--- config.mk ---
export PLATFORM = sky130hd
export DESIGN_NAME = fetch_ctrl_flat
export DESIGN_NICKNAME = d
export VERILOG_FILES = /design/src/rtl/mips_pkg.sv /design/src/rtl/fetch_ctrl_if.sv /design/src/rtl/fetch_ctrl.sv /design/src/flat_wrapper.sv
export SDC_FILE = /design/constraint.sdc
export NUM_CORES = 1
export LEC_CHECK = 0
export CAP_MARGIN = 15
export CORE_MARGIN = 8
export CORE_UTILIZATION = 50
export DETAILED_ROUTE_END_ITERATION = 10
export GPL_ROUTABILITY_DRIVEN = 0
export PLACE_DENSITY_LB_ADDON = 0.2
export SYNTH_ARGS = -nofsm -noshare
export SYNTH_HDL_FRONTEND = slang
export SYNTH_SLANG_ARGS = --single-unit
--- constraint.sdc ---
create_clock -name clk -period 2.5 [get_ports clk]
set_input_delay 0.5 -clock clk [delete_from_list [all_inputs] [get_ports clk]]
set_output_delay 0.5 -clock clk [all_outputs]
set_load 0.005 [all_outputs]
--- src/rtl/mips_pkg.sv ---
// Shared definitions for the multi-cycle MIPS core: boot PC, fetch FSM states
// and the redirect-target computation used by both fetch and decode.
package mips_pkg;

    localparam logic [31:0] DEFAULT_RESET_PC = 32'h0000_3000;

    typedef enum logic [1:0] {
        IDLE = 2'd0,
        REQ  = 2'd1,
        WAIT = 2'd2,
        HOLD = 2'd3
    } fetch_state_t;

    // Branch beats jump beats jump-register; callers gate the result with
    // "any redirect present", so jr is the fall-through case here.
    function automatic logic [31:0] redir_target(
        input logic        is_branch,
        input logic [31:0] branch_addr,
        input logic        is_jump,
        input logic [25:0] jump_addr,
        input logic [31:0] jump_reg_addr,
        input logic [31:0] redir_pc
    );
        logic [31:0] target;
        if (is_branch) begin
            target = redir_pc + 32'd4 + {branch_addr[29:0], 2'b00};
        end else if (is_jump) begin
            target = {redir_pc[31:28], jump_addr, 2'b00};
        end else begin
            target = {jump_reg_addr[31:2], 2'b00};
        end
        return target;
    endfunction

endpackage

--- src/rtl/fetch_ctrl_if.sv ---
// Instruction-memory request/grant/response port plus the fetch-to-decode
// valid/ready handshake; the fetch unit is the master of both.
interface fetch_ctrl_if;

    logic        im_req;
    logic [31:0] im_addr;
    logic        im_gnt;
    logic        im_rvalid;
    logic [31:0] im_rdata;

    logic        inst_valid;
    logic        inst_ready;
    logic [31:0] inst_pc;
    logic [31:0] inst;

    modport master (
        output im_req, im_addr, inst_valid, inst_pc, inst,
        input  im_gnt, im_rvalid, im_rdata, inst_ready
    );

    modport slave (
        input  im_req, im_addr, inst_valid, inst_pc, inst,
        output im_gnt, im_rvalid, im_rdata, inst_ready
    );

endinterface

--- src/rtl/fetch_ctrl.sv ---
// Instruction-fetch sequencer: owns the PC, issues one memory request at a
// time, buffers the returned word for decode and squashes wrong-path fetches.
module fetch_ctrl
    import mips_pkg::*;
#(
    parameter logic [31:0] RESET_PC = DEFAULT_RESET_PC
) (
    input  logic                clk,
    input  logic                reset,
    input  logic                isBranch,
    input  logic [31:0]         branchAddr,
    input  logic                isJump,
    input  logic [25:0]         jumpAddr,
    input  logic                isJumpReg,
    input  logic [31:0]         jumpRegAddr,
    input  logic [31:0]         redirPC,
    fetch_ctrl_if.master        bus,
    output logic [31:0]         fetch_count
);

    fetch_state_t state_q, state_d;
    logic [31:0]  pc_q, pc_d;
    logic [31:0]  req_addr_q, req_addr_d;
    logic [31:0]  inst_q, inst_d;
    logic [31:0]  inst_pc_q, inst_pc_d;
    logic [31:0]  fetch_count_q, fetch_count_d;
    logic         kill_q, kill_d;
    logic         im_req_q, im_req_d;
    logic         inst_valid_q, inst_valid_d;

    logic         redir;
    logic [31:0]  target;

    assign redir  = isBranch | isJump | isJumpReg;
    assign target = redir_target(isBranch, branchAddr, isJump, jumpAddr,
                                 jumpRegAddr, redirPC);

    // NOTE: every always_comb output gets a default before the case so no
    // path leaves a signal unassigned and no latch is inferred.
    always_comb begin
        state_d       = state_q;
        pc_d          = redir ? target : pc_q;
        req_addr_d    = req_addr_q;
        inst_d        = inst_q;
        inst_pc_d     = inst_pc_q;
        fetch_count_d = fetch_count_q;
        kill_d        = kill_q;

        case (state_q)
            IDLE: begin
                req_addr_d = pc_q;
                state_d    = REQ;
            end

            // The address must stay put until granted, so a redirect here
            // only marks the eventual response as stale.
            REQ: begin
                if (redir) begin
                    kill_d = 1'b1;
                end
                if (bus.im_gnt) begin
                    state_d = WAIT;
                end
            end

            WAIT: begin
                if (bus.im_rvalid) begin
                    if (kill_q || redir) begin
                        kill_d     = 1'b0;
                        req_addr_d = pc_d;
                        state_d    = REQ;
                    end else begin
                        inst_d    = bus.im_rdata;
                        inst_pc_d = req_addr_q;
                        state_d   = HOLD;
                    end
                end else if (redir) begin
                    kill_d = 1'b1;
                end
            end

            // A handshake completes before a same-cycle redirect takes effect.
            HOLD: begin
                if (bus.inst_ready) begin
                    fetch_count_d = fetch_count_q + 32'd1;
                    pc_d          = redir ? target : pc_q + 32'd4;
                    req_addr_d    = pc_d;
                    state_d       = REQ;
                end else if (redir) begin
                    inst_d     = '0;
                    inst_pc_d  = '0;
                    req_addr_d = target;
                    state_d    = REQ;
                end
            end

            default: begin
                state_d = IDLE;
            end
        endcase

        im_req_d     = (state_d == REQ);
        inst_valid_d = (state_d == HOLD);
    end

    // NOTE: sequential state uses non-blocking assignments so every register
    // samples the pre-edge values regardless of statement order.
    always_ff @(posedge clk or negedge reset) begin
        if (!reset) begin
            state_q       <= IDLE;
            pc_q          <= RESET_PC;
            req_addr_q    <= '0;
            inst_q        <= '0;
            inst_pc_q     <= '0;
            fetch_count_q <= '0;
            kill_q        <= 1'b0;
            im_req_q      <= 1'b0;
            inst_valid_q  <= 1'b0;
        end else begin
            state_q       <= state_d;
            pc_q          <= pc_d;
            req_addr_q    <= req_addr_d;
            inst_q        <= inst_d;
            inst_pc_q     <= inst_pc_d;
            fetch_count_q <= fetch_count_d;
            kill_q        <= kill_d;
            im_req_q      <= im_req_d;
            inst_valid_q  <= inst_valid_d;
        end
    end

    assign bus.im_req     = im_req_q;
    assign bus.im_addr    = req_addr_q;
    assign bus.inst_valid = inst_valid_q;
    assign bus.inst_pc    = inst_pc_q;
    assign bus.inst       = inst_q;
    assign fetch_count    = fetch_count_q;

endmodule

--- src/flat_wrapper.sv ---
// flat-port wrapper written by rule: the top's interface ports become plain ports
module fetch_ctrl_flat import mips_pkg::*;
#(
    parameter logic [31:0] RESET_PC = DEFAULT_RESET_PC
)
  (clk, reset, isBranch, branchAddr, isJump, jumpAddr, isJumpReg, jumpRegAddr, redirPC, fetch_count, bus_im_req, bus_im_addr, bus_inst_valid, bus_inst_pc, bus_inst, bus_im_gnt, bus_im_rvalid, bus_im_rdata, bus_inst_ready);
  fetch_ctrl_if bus_i ();
  input  logic clk;
  input  logic reset;
  input  logic isBranch;
  input  logic [31:0] branchAddr;
  input  logic isJump;
  input  logic [25:0] jumpAddr;
  input  logic isJumpReg;
  input  logic [31:0] jumpRegAddr;
  input  logic [31:0] redirPC;
  output logic [31:0] fetch_count;
  output wire logic [$bits(bus_i.im_req)-1:0] bus_im_req;
  output wire logic [$bits(bus_i.im_addr)-1:0] bus_im_addr;
  output wire logic [$bits(bus_i.inst_valid)-1:0] bus_inst_valid;
  output wire logic [$bits(bus_i.inst_pc)-1:0] bus_inst_pc;
  output wire logic [$bits(bus_i.inst)-1:0] bus_inst;
  input wire logic [$bits(bus_i.im_gnt)-1:0] bus_im_gnt;
  input wire logic [$bits(bus_i.im_rvalid)-1:0] bus_im_rvalid;
  input wire logic [$bits(bus_i.im_rdata)-1:0] bus_im_rdata;
  input wire logic [$bits(bus_i.inst_ready)-1:0] bus_inst_ready;
  assign bus_im_req = bus_i.im_req;
  assign bus_im_addr = bus_i.im_addr;
  assign bus_inst_valid = bus_i.inst_valid;
  assign bus_inst_pc = bus_i.inst_pc;
  assign bus_inst = bus_i.inst;
  assign bus_i.im_gnt = bus_im_gnt;
  assign bus_i.im_rvalid = bus_im_rvalid;
  assign bus_i.im_rdata = bus_im_rdata;
  assign bus_i.inst_ready = bus_inst_ready;
  fetch_ctrl #(.RESET_PC(RESET_PC)) u_core (.clk(clk), .reset(reset), .isBranch(isBranch), .branchAddr(branchAddr), .isJump(isJump), .jumpAddr(jumpAddr), .isJumpReg(isJumpReg), .jumpRegAddr(jumpRegAddr), .redirPC(redirPC), .bus(bus_i), .fetch_count(fetch_count));
endmodule
# == Word level (Yosys, flattened, before mapping) ==
# Index checks and enable logic that the tools add are counted.
# totals
latchBits,0
mem_bits_rw,0
romBits,0
in_bits,162
reg_bits,165
n_memories,0
# op_classes
reduce_logical,9
n_eq_ne,12
n_div,0
n_mul,0
n_lt_le_gt_ge,0
shift,0
muxes,29
bitwise_logic,2
add_sub_neg,4
# ops
op,count
2-to-1 mux 32 bit,16
one-hot mux 32 bit (2 select lines),2
one-hot mux 32 bit (3 select lines),1
"adder 32 x 3 -> 32 bit, second input constant",2
"adder 32 x 1 -> 32 bit, second input constant",1
adder 32 bit,1
2-to-1 mux 2 bit,5
one-hot mux 2 bit (4 select lines),1
"equality test 2 bit, second input constant",3
"inequality test 2 bit, second input constant",3
"inequality test 3 x 2 -> 1 bit, second input constant",2
AND reduction 5 bit,1
"equality test 2 x 1 -> 1 bit, second input constant",2
"inequality test 2 x 1 -> 1 bit, second input constant",2
AND reduction 2 bit,2
AND reduction 4 bit,1
nonzero test 2 bit,2
2-to-1 mux 1 bit,3
nonzero test 3 bit,1
zero test 2 bit,1
bitwise OR 1 bit,2
one-hot mux 1 bit (2 select lines),1
logical OR 1 bit,1

# == Longest topological paths before layout ==
# Gate-level depths: netlist (run 1).
# depth
word_depth,7
depth_mapped,14

# == Worst setup path after synthesis (run 1) ==
# No wires, ideal clock.
# synth_timing
kind,input-to-reg
from,input port branchAddr[1]
to,"register u_core.req_addr_q[31], in the netlist u_core.bus.im_addr[31]"
path_buffers,0
setup_slack_ns,-0.503
required_time_ns,2.390
stages,12
arrival_ns,2.892
cell_sequence,ha_1 > ha_1 > inv_1 > fa_1 > nand2b_1 > a21oi_1 > or3_1 > a21oi_2 > o31ai_4 > a31oi_1 > and3_1 > o41ai_1
# synth_between
elab_chain_len,6
word_cells_on_any_way,9
classes_between,1 x add/sub; 8 x mux
# synth_rtl
element,line_no,source
start: declaration,flat_wrapper.sv:11,input logic [31:0] branchAddr;
adder 32 bit (*),mips_pkg.sv:26,"target = redir_pc + 32'd4 + {branch_addr[29:0], 2'b00};"
2-to-1 mux 32 bit (*),mips_pkg.sv:25,if (is_branch) begin
2-to-1 mux 32 bit,fetch_ctrl.sv:42,pc_d = redir ? target : pc_q;
2-to-1 mux 32 bit,fetch_ctrl.sv:68,if (kill_q || redir) begin
2-to-1 mux 32 bit,fetch_ctrl.sv:67,if (bus.im_rvalid) begin
one-hot mux 32 bit (3 select lines) (*),fetch_ctrl.sv:49,case (state_q)
end signal: assignment,fetch_ctrl.sv:122,req_addr_q <= req_addr_d;
end: declaration,fetch_ctrl.sv:23,"logic [31:0] req_addr_q, req_addr_d;"
# Every way passes the cells marked *; elsewhere a longest branch is shown, timed or not. The select of a mux whose other input is x is not followed.
# A chain may end at the register's enable or synchronous reset.

# == Worst setup path in the final report (run 1) ==
# layout_timing
from,input port redirPC[9]
to,"register u_core.req_addr_q[30], in the netlist u_core.bus.im_addr[30]"
# layout_between
elab_chain_len,7
word_cells_on_any_way,10
classes_between,2 x add/sub; 8 x mux
# layout_rtl
element,line_no,source
start: declaration,flat_wrapper.sv:16,input logic [31:0] redirPC;
adder 32 x 3 -> 32 bit (*),mips_pkg.sv:26,
adder 32 bit (*),mips_pkg.sv:26,
2-to-1 mux 32 bit (*),mips_pkg.sv:25,
2-to-1 mux 32 bit,fetch_ctrl.sv:42,
2-to-1 mux 32 bit,fetch_ctrl.sv:68,
2-to-1 mux 32 bit,fetch_ctrl.sv:67,
one-hot mux 32 bit (3 select lines) (*),fetch_ctrl.sv:49,
# Marked as above.

==> reports/results.ini, run 1 <==
[status]
status=complete, but fails checks
violations=hold timing, setup timing

[cells_and_area]
layout_common_cells=clkdlybuf4s50_1, buf_4, nand2_1, dfrtp_1, o21ai_0
nets=2011
n_antenna_cell=0
syn_to_final_growth_pct=53.9
multiInputGateArea_um2=7890
layout_commonest_cell=clkdlybuf4s50_1
num-fill-cells=1514
layout.cells.non_filler=2081
drive_gt1_share_pct=25.4
register_area_um2=4130

[yosys]
synth_top_family_by_area=simple AND/OR/NAND/NOR gates
synth_compound_area_share_pct=21.1
synth_cells=1349
synth-xor-area-share_pct=6.61
syn_area_um2=11400
yosys_warnings=0
async_flop_share_pct=100
ys.flop_type=dfrtp_1
synth_top_area_share_pct=35.8
yosys-top-cells-area=dfrtp_1, ha_1, nand2_1
muxShareOfSynthArea_pct=2.79
synth_fa_ha_area_share_pct=7.10
ys_ff_latch=165
synthSimpleGateAreaFrac_pct=22.0
yosysSeqAreaShare_pct=36.3
avgSynthCellArea_um2=8.44
synth_edf_count=0
synth_nets=1575
yosys.area.top_type=dfrtp_1
post_synth_num_cell_types=76

[timing]
hold_violations=2
slew_headroom_pct=54.8
skew_ps=12.5
holdWs_ps=-1.40
finalMaxSlewViolations=0
fin_ws_ps=-111
finalSetupViolations=15
max_freq_ghz=0.383
fin_crit_sh_pct=104
tightest_slew_ps=676
rsz0062_at_grt=true
min_period_ps=2610

[power_and_ir_drop]
internal_power_mw=8.79
p_clk_share_pct=17.0
power_density_nw_per_um2=810
max-vdd-ir-drop_v=0.000615
cellLeakagePower_nw=7.47
switching_power_mw=5.41
comb_power_share_pct=52.5
fin_total_pwr_mw=14.2
sequentialPowerShare_pct=30.5
p_sw_share_pct=38.1

[cts]
cts-htree-levels=4
cts.reportedPaths.clkPinSlew_ps=60
clk_latency_ps=430
numClockSinks=165
cts_tree=yes
numCtsBuffers=17
cts_max_path_buffers=2
cts_root_buffer=clkbuf_16

[grt]
grt_pass1_wl_mm=64.7
grt_max_degree=86
grt_pass1_vias=12200
grt_antenna_before_repair=1
grtUsageTotal_pct=28.4
gr-total-overflow=0

[floorplan]
initial_utilization_pct=50.6
dieArea_um2=27900
fp.dieW_um=167
pin_count=292
fp-row-count=55
coreArea_um2=22500
chipHeight_um=167

[worst_setup_path]
rr_endpoint=u_core.bus.im_addr[30]
startpoint_type=input port
r2r_start=u_core.pc_q[12]
worst-path-max-fanout=6
rrSetupSlack_ps=70
critPathRequiredTime_ps=2870
cp_cell_sequence=buf_6 > ha_4 > ha_4 > and4_1 > nand3_1 > a221o_1 > a21oi_4 > a2111o_1 > nand4_4 > a2111oi_4 > o32a_1
cp_slowest_stage_delay_ps=370
crit_slowest_cell=a2111oi_4
rr_worst_depth=8
endpoint_kind=register
critPathArrivalTime_ps=2980
crit_type=input port to register
crit_path_frequent_cell=ha_4

[job]
drv_cap=0

[routing]
drtPass1Iterations=5
drc=0
post_drt_wl_per_cell_um=19.7
antenna_left=0
drt_iter0_drc=1112
vias_per_cell=5.89
num_vias=12300
drt-total-wl_mm=41.1

[placement]
pre_cts_ws_ps=-948
dp_hpwl_mm=30.4
io_buffers=287
dpl.cell_count=2026

[worst_hold_path]
hold_class=input port to async pin

[stage by stage]
stage	cell area, um2	setup TNS [ps]	util, %
floorplan	11900	-3670	-
finish	17500	-1050	77.9
CTS	17300	-196	76.7
global route	17500	-2690	77.9
global placement	16200	-46710	72.1
detailed placement	16200	-52820	72.1
[worst max path at each step]
stage	depth (start not counted)	end	slack, ps	start
5_1_grt	11	u_core.bus.im_addr[30]	-180	branchAddr[9]
4_1_cts	13	u_core.bus.im_addr[31]	-80	branchAddr[1]
2_1_floorplan	11	u_core.bus.im_addr[28]	-320	redirPC[11]
6_report	11	u_core.bus.im_addr[30]	-110	redirPC[9]
3_5_place_dp	11	u_core.bus.im_addr[28]	-950	branchAddr[15]
3_3_place_gp	11	u_core.bus.im_addr[28]	-850	branchAddr[12]
[power groups by stage]
stage / sequential [mW] / clock [mW] / combinational, mW
after CTS: 4.33 / 2.44 / 7.23
after floorplan: 4.23 / 0 / 3.32
after detailed placement: 4.37 / 0 / 6.99
final: 4.33 / 2.41 / 7.46
after global routing: 4.45 / 2.53 / 8.13
after global placement: 4.31 / 0 / 6.82
[routing by layer]
layer,GRT usage (%),up-vias,routed length [um]
li1,-,5702,-
met1,36.2,5811,16900
met2,47.1,650,19400
met3,6.12,99,3650
met4,9.56,2,1150
met5,0,-,10
[Yosys cell counts, drive strengths merged (4+ instances only)]
master and count:
xor2 27, and4 7, dfrtp 163, nand4 25
buf 30, a221oi 15, or3 6, a21oi 71
and2 8, o21a 6, mux2 14, clkbuf 61
nand3 41, o22a 4, and3 22, nor3b 4
nor2b 13, a211o 4, a31oi 14, nand2 187
o32ai 4, o211ai 6, o31ai 8, ha 63
mux2i 16, inv 24, a21o 15, nor3 26
nand2b 72, a22o 4, nor2 92, a21boi 5
a22oi 7, a211oi 21, o21ai 139, xnor2 59
o22ai 14, a41oi 4
[critical path, delay by kind of cell]
family | cells | cell delay [ps]
AOI/OAI and AO/OA | 5 | 1420
adders and majority gates | 2 | 510
and+or+nand+nor | 3 | 460
buffers and inverters | 1 | 100
[repair_timing]
action,4_1_cts,5_1_grt
hold buffers,0,0
setup buffers,17,9
resized for setup,230,55
pin swaps,99,41
setup endpoints to repair,46,38
[logic make-up after synthesis]
logic type / after synthesis
simple gates: 514
buf+inv: 115
xor+xnor: 86
mux: 30
compound gates: 375
fa+ha+maj: 64
flops: 165
[sequential cells by signal, summed over array words and instances (netlist names)]
register and cells:
u_core.bus.im_req 1, u_core.bus.inst_pc 32, u_core.state_q 2, u_core.bus.inst_valid 1, u_core.pc_q 32, u_core.kill_q 1
u_core.bus.inst 32, u_core.bus.im_addr 32, u_core.fetch_count 32
[final cells by class]
| cell class | instances | share of cell area (%) |
|---|---|---|
| Multi-Input combinational cell | 1069 | 45.0 |
| Timing Repair Buffer | 508 | 25.8 |
| Sequential cell | 165 | 23.6 |
| Clock buffer | 20 | 2.61 |
| Tap cell | 285 | 2.03 |
| Inverter | 24 | 0.514 |
| Clock inverter | 10 | 0.428 |
Power figures use the tool's default switching activity.
==> inputs of run 2 (changes only) <==
CORE_UTILIZATION = 45   (was 50)
GPL_TIMING_DRIVEN = 1   (was not set)
REMOVE_ABC_BUFFERS = 1   (was not set)
clock period = 2.1 ns   (was 2.5 ns; I/O delays follow)
==> reports/results.ini, run 2 (synthesized netlist as in run 1, its figures left out) <==
[power_and_ir_drop]
max-vdd-ir-drop_v=0.000608  ; was 0.000615 V
fin_total_pwr_mw=18.2  ; was 14.2 mW
power_density_nw_per_um2=959  ; was 810 nW/um2
cellLeakagePower_nw=8.13  ; was 7.47 nW

[grt]
grt_pass1_wl_mm=67.7  ; was 64.7 mm
grt_pass1_vias=12800  ; was 12,200
grtUsageTotal_pct=27.0  ; was 28.4%
grt_max_degree=61  ; was 86
gr-total-overflow=0  ; unchanged
grt_antenna_before_repair=1  ; unchanged

[timing]
finalMaxSlewViolations=0  ; unchanged
skew_ps=15.5  ; was 12.5 ps
min_period_ps=2660
holdWs_ps=452  ; was -1.40 ps
hold_violations=0  ; was 2
fin_crit_sh_pct=127
slew_headroom_pct=53.6  ; was 54.8%
fin_tns_setup_ps=-15120  ; was -1050 ps
rsz0062_at_grt=true  ; unchanged
finalSetupViolations=44  ; was 15
max_freq_ghz=0.376
tightest_slew_ps=693  ; was 676 ps
fin_ws_ps=-561  ; was -111 ps

[worst_setup_path]
cp_top_family=compound AO/OA/AOI/OAI gates  ; unchanged
cp_cell_sequence=buf_2 > ha_4 > ha_4 > a21o_1 > a22oi_2 > or4b_4 > a21o_4 > a311oi_4 > xnor2_2 > a21oi_2 > o22ai_1  ; was buf_6 > ha_4 > ha_4 > and4_1 > nand3_1 > a221o_1 > a21oi_4 > a2111o_1 > nand4_4 > a2111oi_4 > o32a_1
crit_type=input port to register  ; unchanged
worst-path-max-fanout=4  ; was 6
crit_path_frequent_cell=ha_4  ; unchanged
cp_slowest_stage_delay_ps=490  ; was 370 ps
rr_worst_depth=8  ; unchanged
r2r_start=u_core.pc_q[12]  ; unchanged
crit_buf_inv=1  ; unchanged
crit_slowest_cell=or4b_4  ; was a2111oi_4
rrSetupSlack_ps=-250  ; was 70 ps
endpoint_kind=register  ; unchanged
critPathRequiredTime_ps=2410  ; was 2870 ps
critPathArrivalTime_ps=2970  ; was 2980 ps
startpoint_type=input port  ; unchanged
rr_endpoint=u_core.bus.im_addr[30]  ; unchanged

[routing]
drtPass1Iterations=5  ; unchanged
num_vias=13000  ; was 12,300
antenna_left=0  ; unchanged
drt-total-wl_mm=46.1  ; was 41.1 mm
drt_iter0_drc=1161  ; was 1,112
post_drt_wl_per_cell_um=20.7  ; was 19.7 um
vias_per_cell=5.85  ; was 5.89
drc=0  ; unchanged

[cts]
clk_latency_ps=440  ; was 430 ps
numCtsBuffers=17  ; unchanged
cts_tree=yes  ; unchanged
cts_root_buffer=clkbuf_16  ; unchanged
cts_max_path_buffers=2  ; unchanged
cts.reportedPaths.clkPinSlew_ps=70  ; was 60 ps
cts-htree-levels=4  ; unchanged
numClockSinks=165  ; unchanged

[cells_and_area]
final_area_um2=19000  ; was 17,500 um2
num-fill-cells=1721  ; was 1,514
syn_to_final_growth_pct=66.6  ; was 53.9%
drive_gt1_share_pct=32.1  ; was 25.4%
layout_commonest_cell=buf_4  ; was clkdlybuf4s50_1
register_area_um2=4130  ; about the same
layout_common_cells=buf_4, clkdlybuf4s50_1, nand2_1, dfrtp_1, o21ai_0  ; was clkdlybuf4s50_1, buf_4, nand2_1, dfrtp_1, o21ai_0
nets=2107  ; was 2,011
multiInputGateArea_um2=8320  ; was 7890 um2

[status]
violations=setup timing  ; was hold timing, setup timing
status=complete, but fails checks  ; unchanged

[placement]
postPlaceCellArea_um2=16400  ; was 16,200 um2
pre_cts_ws_ps=-1420  ; was -948 ps
dp_hpwl_mm=30.6  ; was 30.4 mm
io_buffers=287  ; unchanged

[floorplan]
coreArea_um2=25000  ; was 22,500 um2
fp-row-count=58  ; was 55
fp.dieW_um=175  ; was 167 um
chipHeight_um=175  ; was 167 um
initial_utilization_pct=45.5  ; was 50.6%
dieArea_um2=30700  ; was 27,900 um2
pin_count=292  ; unchanged

[worst_hold_path]
hold_class=input port to async pin  ; unchanged

[job]
drv_cap=0  ; unchanged

[run 2: cell types whose count changed in the layout (fill, tap and decap cells not counted), sizes merged]
cell / delta
clkbuf: +4
clkdlybuf4s50: -1
inv: +4
dlymetal6s2s: +2
dlygate4sd3: +1
diode: +1
clkinvlp: +1
clkdlybuf4s15: +1
buf: +86
[run 2: worst max-delay path by stage]
stage / endpoint / startpoint / cells after the start / slack [ps]
2_1_floorplan: u_core.bus.inst[0] / isJump / 3 / -3920
3_3_place_gp: u_core.bus.im_addr[31] / branchAddr[0] / 15 / -1330
3_5_place_dp: u_core.bus.im_addr[31] / branchAddr[0] / 15 / -1420
4_1_cts: u_core.bus.im_addr[21] / branchAddr[1] / 14 / -370
5_1_grt: u_core.bus.im_addr[18] / branchAddr[2] / 13 / -570
6_report: u_core.bus.im_addr[28] / redirPC[16] / 11 / -560
[run 2: per-layer routing]
metal	global-route usage, %	share of wire (%)
met1	33.8	39
met5	0	0
met4	9.15	3.4
met3	6.45	8.2
met2	45.1	49
[run 2: cell type report]
class / instances / share of cell area (%)
Timing Repair Buffer: 604 / 28.6
Tap cell: 330 / 2.18
Clock inverter: 15 / 0.844
Multi-Input combinational cell: 1069 / 43.9
Sequential cell: 165 / 21.8
Inverter: 24 / 0.475
Clock buffer: 17 / 2.24
Antenna cell: 1 / 0.0132
[run 2: metrics by stage]
stage	utilization, %	instances
2_1_floorplan	-	1258
4_1_cts	72.9	2206
5_1_grt	75.8	2225
6_report	75.8	2225
3_5_place_dp	65.4	2139
3_3_place_gp	65.4	2139
[run 2: worst register-to-register path, stage by stage (launching register included)]
cell and delay [ps]:
dfstp_2 540, and3_1 240, nand4_1 200, buf_4 200, nor3_2 280, and3b_1 260
nor3_1 90, a2111oi_4 300, o32a_1 190
[run 2: where the power goes]
group | switching [mW] | internal, mW
Clock | 1.52 | 1.59
Sequential | 0.790 | 4.27
Combinational | 4.74 | 5.28
[run 2: timing repair]
item,in CTS,in global routing
resized for setup,333,134
buffers inserted,36,21
setup endpoints to repair,75,118
gates cloned,0,3
hold endpoints to repair,30,0
hold buffers,1,0
pin swaps,156,107
==> edit 1 (settings of run 2) <==
Re-encode `fetch_state_t` (4 states) as Gray code, 2 bits wide.
--- a/src/rtl/mips_pkg.sv
+++ b/src/rtl/mips_pkg.sv
@@ -7,6 +7,6 @@
     typedef enum logic [1:0] {
-        IDLE = 2'd0,
-        REQ  = 2'd1,
-        WAIT = 2'd2,
-        HOLD = 2'd3
+        IDLE = 2'b00,
+        REQ  = 2'b01,
+        WAIT = 2'b11,
+        HOLD = 2'b10
     } fetch_state_t;
Function: same outputs for any inputs over 4 cycles, from zero or initial values and one cycle with reset low; so few cycles prove little.
==> edit 1 against run 2 <==
- the run still ends with negative setup slack left
- wire length down 8.5%
- count of clock-buffer cells in the layout grew 1
- non-clock buffer count decreased by 30
- cell area fell by 6.3%
- highest routed layer unchanged
- area after synthesis is 6.0% lower
- worst setup slack worse by 0.066 ns
- worst hold slack better by 0.028 ns
- sequential cell count stayed put
- total power shrank 23%
==> edit 1: results <==
export IMPL_slew_headroom_pct=62.24
export IMPL_nMultiInputCombCells=915
export IMPL_synth_area_per_cell_um2=9.059
export IMPL_dpl_hpwl_um=28960
export IMPL_grt_max_degree=68
export IMPL_ys_types=79
export IMPL_violations="negative setup slack"
export IMPL_rr_endpoint="u_core.bus.im_addr[27]$_DFFE_PN0P_"
export IMPL_r2r_start="u_core.pc_q[4]$_DFF_PN0_"
export IMPL_comb_power_uw=6210
export IMPL_fin_hold_ws_ns=0.4804
export IMPL_clkbuf_count=18
export IMPL_worst_r2r_setup_slack_ns=-0.54
export IMPL_drtIter0Drc=1025
export IMPL_regArea_um2=4133
export IMPL_multi_input_area_um2=7432
export IMPL_synth_common_cells="163 x dfrtp_1, 118 x nand2_1, 103 x nor2_1, 89 x a21oi_1, 66 x a22o_1"
export IMPL_nonClkBufAreaFrac_pct=28.85
export IMPL_p_leak_uw=0.007807
export IMPL_fin_cells=2030
export IMPL_async_reset_ff_share_pct=100.0
export IMPL_track_usage_pct=27.08
export IMPL_buffers=574
export IMPL_grt_ovfl_total=0
export IMPL_synth_most_common_cell="dfrtp_1"
export IMPL_dp_cells=1963
export IMPL_cp_slowest_cell="a2111o_1"
export IMPL_grt_pass1_wl_um=63170
export IMPL_ff2ff_path_depth=10
export IMPL_nFillCells=1601
export IMPL_cts_resized=260
export IMPL_status="finished, violations left"
export IMPL_p_seq_share_pct=33.1
export IMPL_final_core_util_pct=75.98
export IMPL_layout_nets=1919
export IMPL_hold_path_class="reg -> reg"
export IMPL_power_share_switching_pct=34.64
export IMPL_crit_path_max_incr_delay_ns=0.38
export IMPL_diodes=1
export IMPL_peakVddDrop_mv=0.6137
export IMPL_synth_area_leaders="dfrtp_1 38%, ha_1 6.9%, a22o_1 5.4%"
export IMPL_core_area_um2=23400
export IMPL_preCtsSetupSlack_ns=-1.614
export IMPL_setup_viol=45
export IMPL_p_int_uw=9135
export IMPL_cts_setup_buffers=29
export IMPL_crit_arrival_ns=3.04
export IMPL_final_setup_worst_slack_ns=-0.6265
export IMPL_drive_gt1_share_pct=32.63
export IMPL_clk_share_pct=3.349
export IMPL_vias=11810
## edit 1: cell types whose count changed in the layout (fill, tap and decap cells not counted), moves of 15 or more
cell / delta
nand2_1: -70
nand2b_1: -69
o21ai_0: -65
a22o_1: +62
buf_4: -29
mux2i_1: +15
## edit 1: per-layer routing
| layer | vias to the layer above | wire, µm | track usage, % |
|---|---|---|---|
| li1 | 5360 | - | - |
| met4 | 0 | 1914 | 12.05 |
| met1 | 5656 | 17100 | 33.89 |
| met3 | 151 | 3414 | 5.445 |
| met2 | 640 | 19720 | 44.68 |
| met5 | - | 0 | 0 |
## edit 1: logic make-up after synthesis
| kind of cell | count (synthesis) | share of synthesized area [%] |
|---|---|---|
| adders and majority gates | 60 | 7.081 |
| muxes | 39 | 3.763 |
| AOI/OAI and AO/OA | 371 | 24.18 |
| xor gates and xnor gates | 90 | 7.361 |
| buffers and inverters | 102 | 3.728 |
| DFF | 165 | 38.58 |
| and+or+nand+nor | 355 | 15.31 |
## edit 1: how the worst max path moves through the flow
stage | start | to | slack [ns]
floorplan | isJump | u_core.bus.inst[0]$_DFFE_PN0P_ | -5.94
global placement | branchAddr[0] | u_core.bus.im_addr[27]$_DFFE_PN0P_ | -1.53
detailed placement | branchAddr[0] | u_core.bus.im_addr[27]$_DFFE_PN0P_ | -1.61
CTS | branchAddr[1] | u_core.bus.im_addr[27]$_DFFE_PN0P_ | -0.48
global route | branchAddr[2] | u_core.bus.im_addr[24]$_DFFE_PN0P_ | -0.64
finish | branchAddr[2] | u_core.bus.im_addr[24]$_DFFE_PN0P_ | -0.63
==> edit 2 (flow settings as in run 2) <==
Made on the original files. Take the reset off `req_addr_q` and load it in a clocked block of its own.
--- a/src/rtl/fetch_ctrl.sv
+++ b/src/rtl/fetch_ctrl.sv
@@ -111,3 +111,2 @@
             pc_q          <= RESET_PC;
-            req_addr_q    <= '0;
             inst_q        <= '0;
@@ -121,3 +120,2 @@
             pc_q          <= pc_d;
-            req_addr_q    <= req_addr_d;
             inst_q        <= inst_d;
@@ -129,2 +127,6 @@
         end
+    end
+
+    always_ff @(posedge clk) begin
+        req_addr_q <= req_addr_d;
     end
Behaviour: not the same (a bounded check fails within 4 cycles, from zero or initial values and one cycle with reset low).
==> edit 2 against run 2 <==
- the flow still finishes with violations (negative setup slack)
- total power rose by 4.1%
- cell area rose by 1.7%
- register-to-register slack got worse by 0.37 ns
- worst setup slack got worse by 0.11 ns
- sequential cell count did not move
- area after synthesis fell by 2.6%
- wire length fell by 2.8%
- critical path depth rose by 2
- cell count fell by 3.1%
==> edit 2: results <==
export IMPL_io_buffers=287
export IMPL_htree_num_levels=4
export IMPL_clk_pin_slew_worst_paths_ns=0.07
export IMPL_grt_pass1_wl_um=64090
export IMPL_synth_flop_cell="dfrtp_1"
export IMPL_drtIter0Drc=1207
export IMPL_antenna_found_initial=0
export IMPL_fin_setup_tns_ns=-16.69
export IMPL_nFillCells=1466
export IMPL_violations="negative setup slack"
export IMPL_drive_gt1_share_pct=35.46
export IMPL_setup_viol=53
export IMPL_layout_nets=2043
export IMPL_root_buffer="clkbuf_16"
export IMPL_slew_headroom_pct=66.91
export IMPL_peakVddDrop_mv=0.6716
export IMPL_hold_path_class="in -> async"
export IMPL_crit_path_max_incr_delay_ns=0.33
export IMPL_place_area_um2=16160
export IMPL_cp_slowest_cell="o311a_4"
export IMPL_dr_pass1_iters=7
export IMPL_critPathMaxFanout=4
export IMPL_dpl_hpwl_um=28690
export IMPL_ys_types=73
export IMPL_grt_max_degree=55
export IMPL_ys_seq_area_share_pct=38.71
export IMPL_wire_per_inst_um=20.77
export IMPL_synth_area_leaders="dfrtp_1 30%, edfxtp_1 8.7%, ha_1 7.1%"
export IMPL_preCtsSetupSlack_ns=-1.559
export IMPL_finalClockSkew_ns=0.01075
export IMPL_cts_buffer_depth=2
export IMPL_final_setup_worst_slack_ns=-0.6671
export IMPL_synth_common_cells="154 x nand2_1, 131 x dfrtp_1, 126 x o21ai_0, 78 x nor2_1, 76 x nand2b_1"
export IMPL_clk_latency_ns=0.43
export IMPL_p_leak_uw=0.008294
export IMPL_cts_made_buffers=17
export IMPL_vias=12310
export IMPL_synth_enable_flop_cells=32
export IMPL_async_reset_ff_share_pct=80.61
export IMPL_track_usage_pct=26.02
export IMPL_yosysWarningCount=0
export IMPL_status="finished, violations left"
## edit 2: timing repair
| action | 4_1_cts | 5_1_grt |
|---|---|---|
| setup endpoints to repair | 165 | 158 |
| hold endpoints to repair | 33 | 0 |
| gates cloned | 1 | 18 |
| setup buffers | 24 | 38 |
| pin swaps | 139 | 90 |
| resized for setup | 347 | 205 |
| hold buffers | 1 | 0 |
## edit 2: power by group
part / switching (µW) / internal (µW)
Combinational: 4840 / 5600
Clock: 1480 / 1650
Sequential: 742 / 4630
## edit 2: cell type report
class / count / area share [%]
Antenna cell: 1 / 0.01297
Inverter: 23 / 0.4993
Tap cell: 324 / 2.101
Multi-Input combinational cell: 990 / 41.60
Clock inverter: 13 / 0.6744
Timing Repair Buffer: 620 / 30.52
Sequential cell: 165 / 22.24
Clock buffer: 19 / 2.354
## edit 2: worst max-delay path, delay by kind of cell
family,cells,cell delay [ns]
adder cells (fa/ha/maj),2,0.46
AO/OA/AOI/OAI,8,1.51
buffers and inverters,2,0.22
AND/OR/NAND/NOR,1,0.32
## edit 2: cells by family (layout without fill, tap and decap cells)
logic type | count (synthesis) | count (layout) | share of synthesized area (%)
AND/OR/NAND/NOR | 462 | 462 | 20.63
buffers and inverters | 108 | 675 | 3.804
other | 0 | 1 | 0
AO/OA/AOI/OAI | 347 | 347 | 19.87
adder cells (fa/ha/maj) | 64 | 64 | 7.291
flip-flops | 165 | 165 | 38.71
multiplexers | 30 | 30 | 2.822
XOR/XNOR | 87 | 87 | 6.874
## edit 2: final timing paths
| path | slack (ns) | to | cells past startpoint | start |
|---|---|---|---|---|
| max | -0.67 | u_core.bus.im_addr[29]$_DFFE_PP_ | 13 | branchAddr[6] |
| max reg2reg | -0.62 | u_core.bus.im_addr[29]$_DFFE_PP_ | 10 | u_core.pc_q[7]$_DFF_PN0_ |
| min | 0.47 | u_core.pc_q[2]$_DFF_PN0_ | 2 | reset |
| min reg2reg | 0.47 | u_core.fetch_count[31]$_DFFE_PN0P_ | 1 | u_core.fetch_count[31]$_DFFE_PN0P_ |
| max in group asynchronous | 0.98 | u_core.bus.inst[6]$_DFFE_PN0P_ | 3 | reset |
| min in group clk | 0.47 | u_core.fetch_count[31]$_DFFE_PN0P_ | 1 | u_core.fetch_count[31]$_DFFE_PN0P_ |
## edit 2: routing by layer
layer	share of wire (%)	vias up	track usage, %
li1	-	5634	-
met2	49	649	44.09
met1	39	5885	32.55
met4	4.3	0	9.630
met3	8.2	142	4.944
met5	0	-	0
## edit 2: per-stage QoR
stage	hold WS [ns]	power, µW	std cells	utilization (%)
after floorplan	0.1244	8331	1178	-
after global placement	0.3713	13100	2054	66.63
after detailed placement	0.3766	13290	2054	66.63
after CTS	0.4837	17300	2109	74.29
after global routing	0.4957	19840	2154	79.56
final	0.4729	18930	2155	79.57
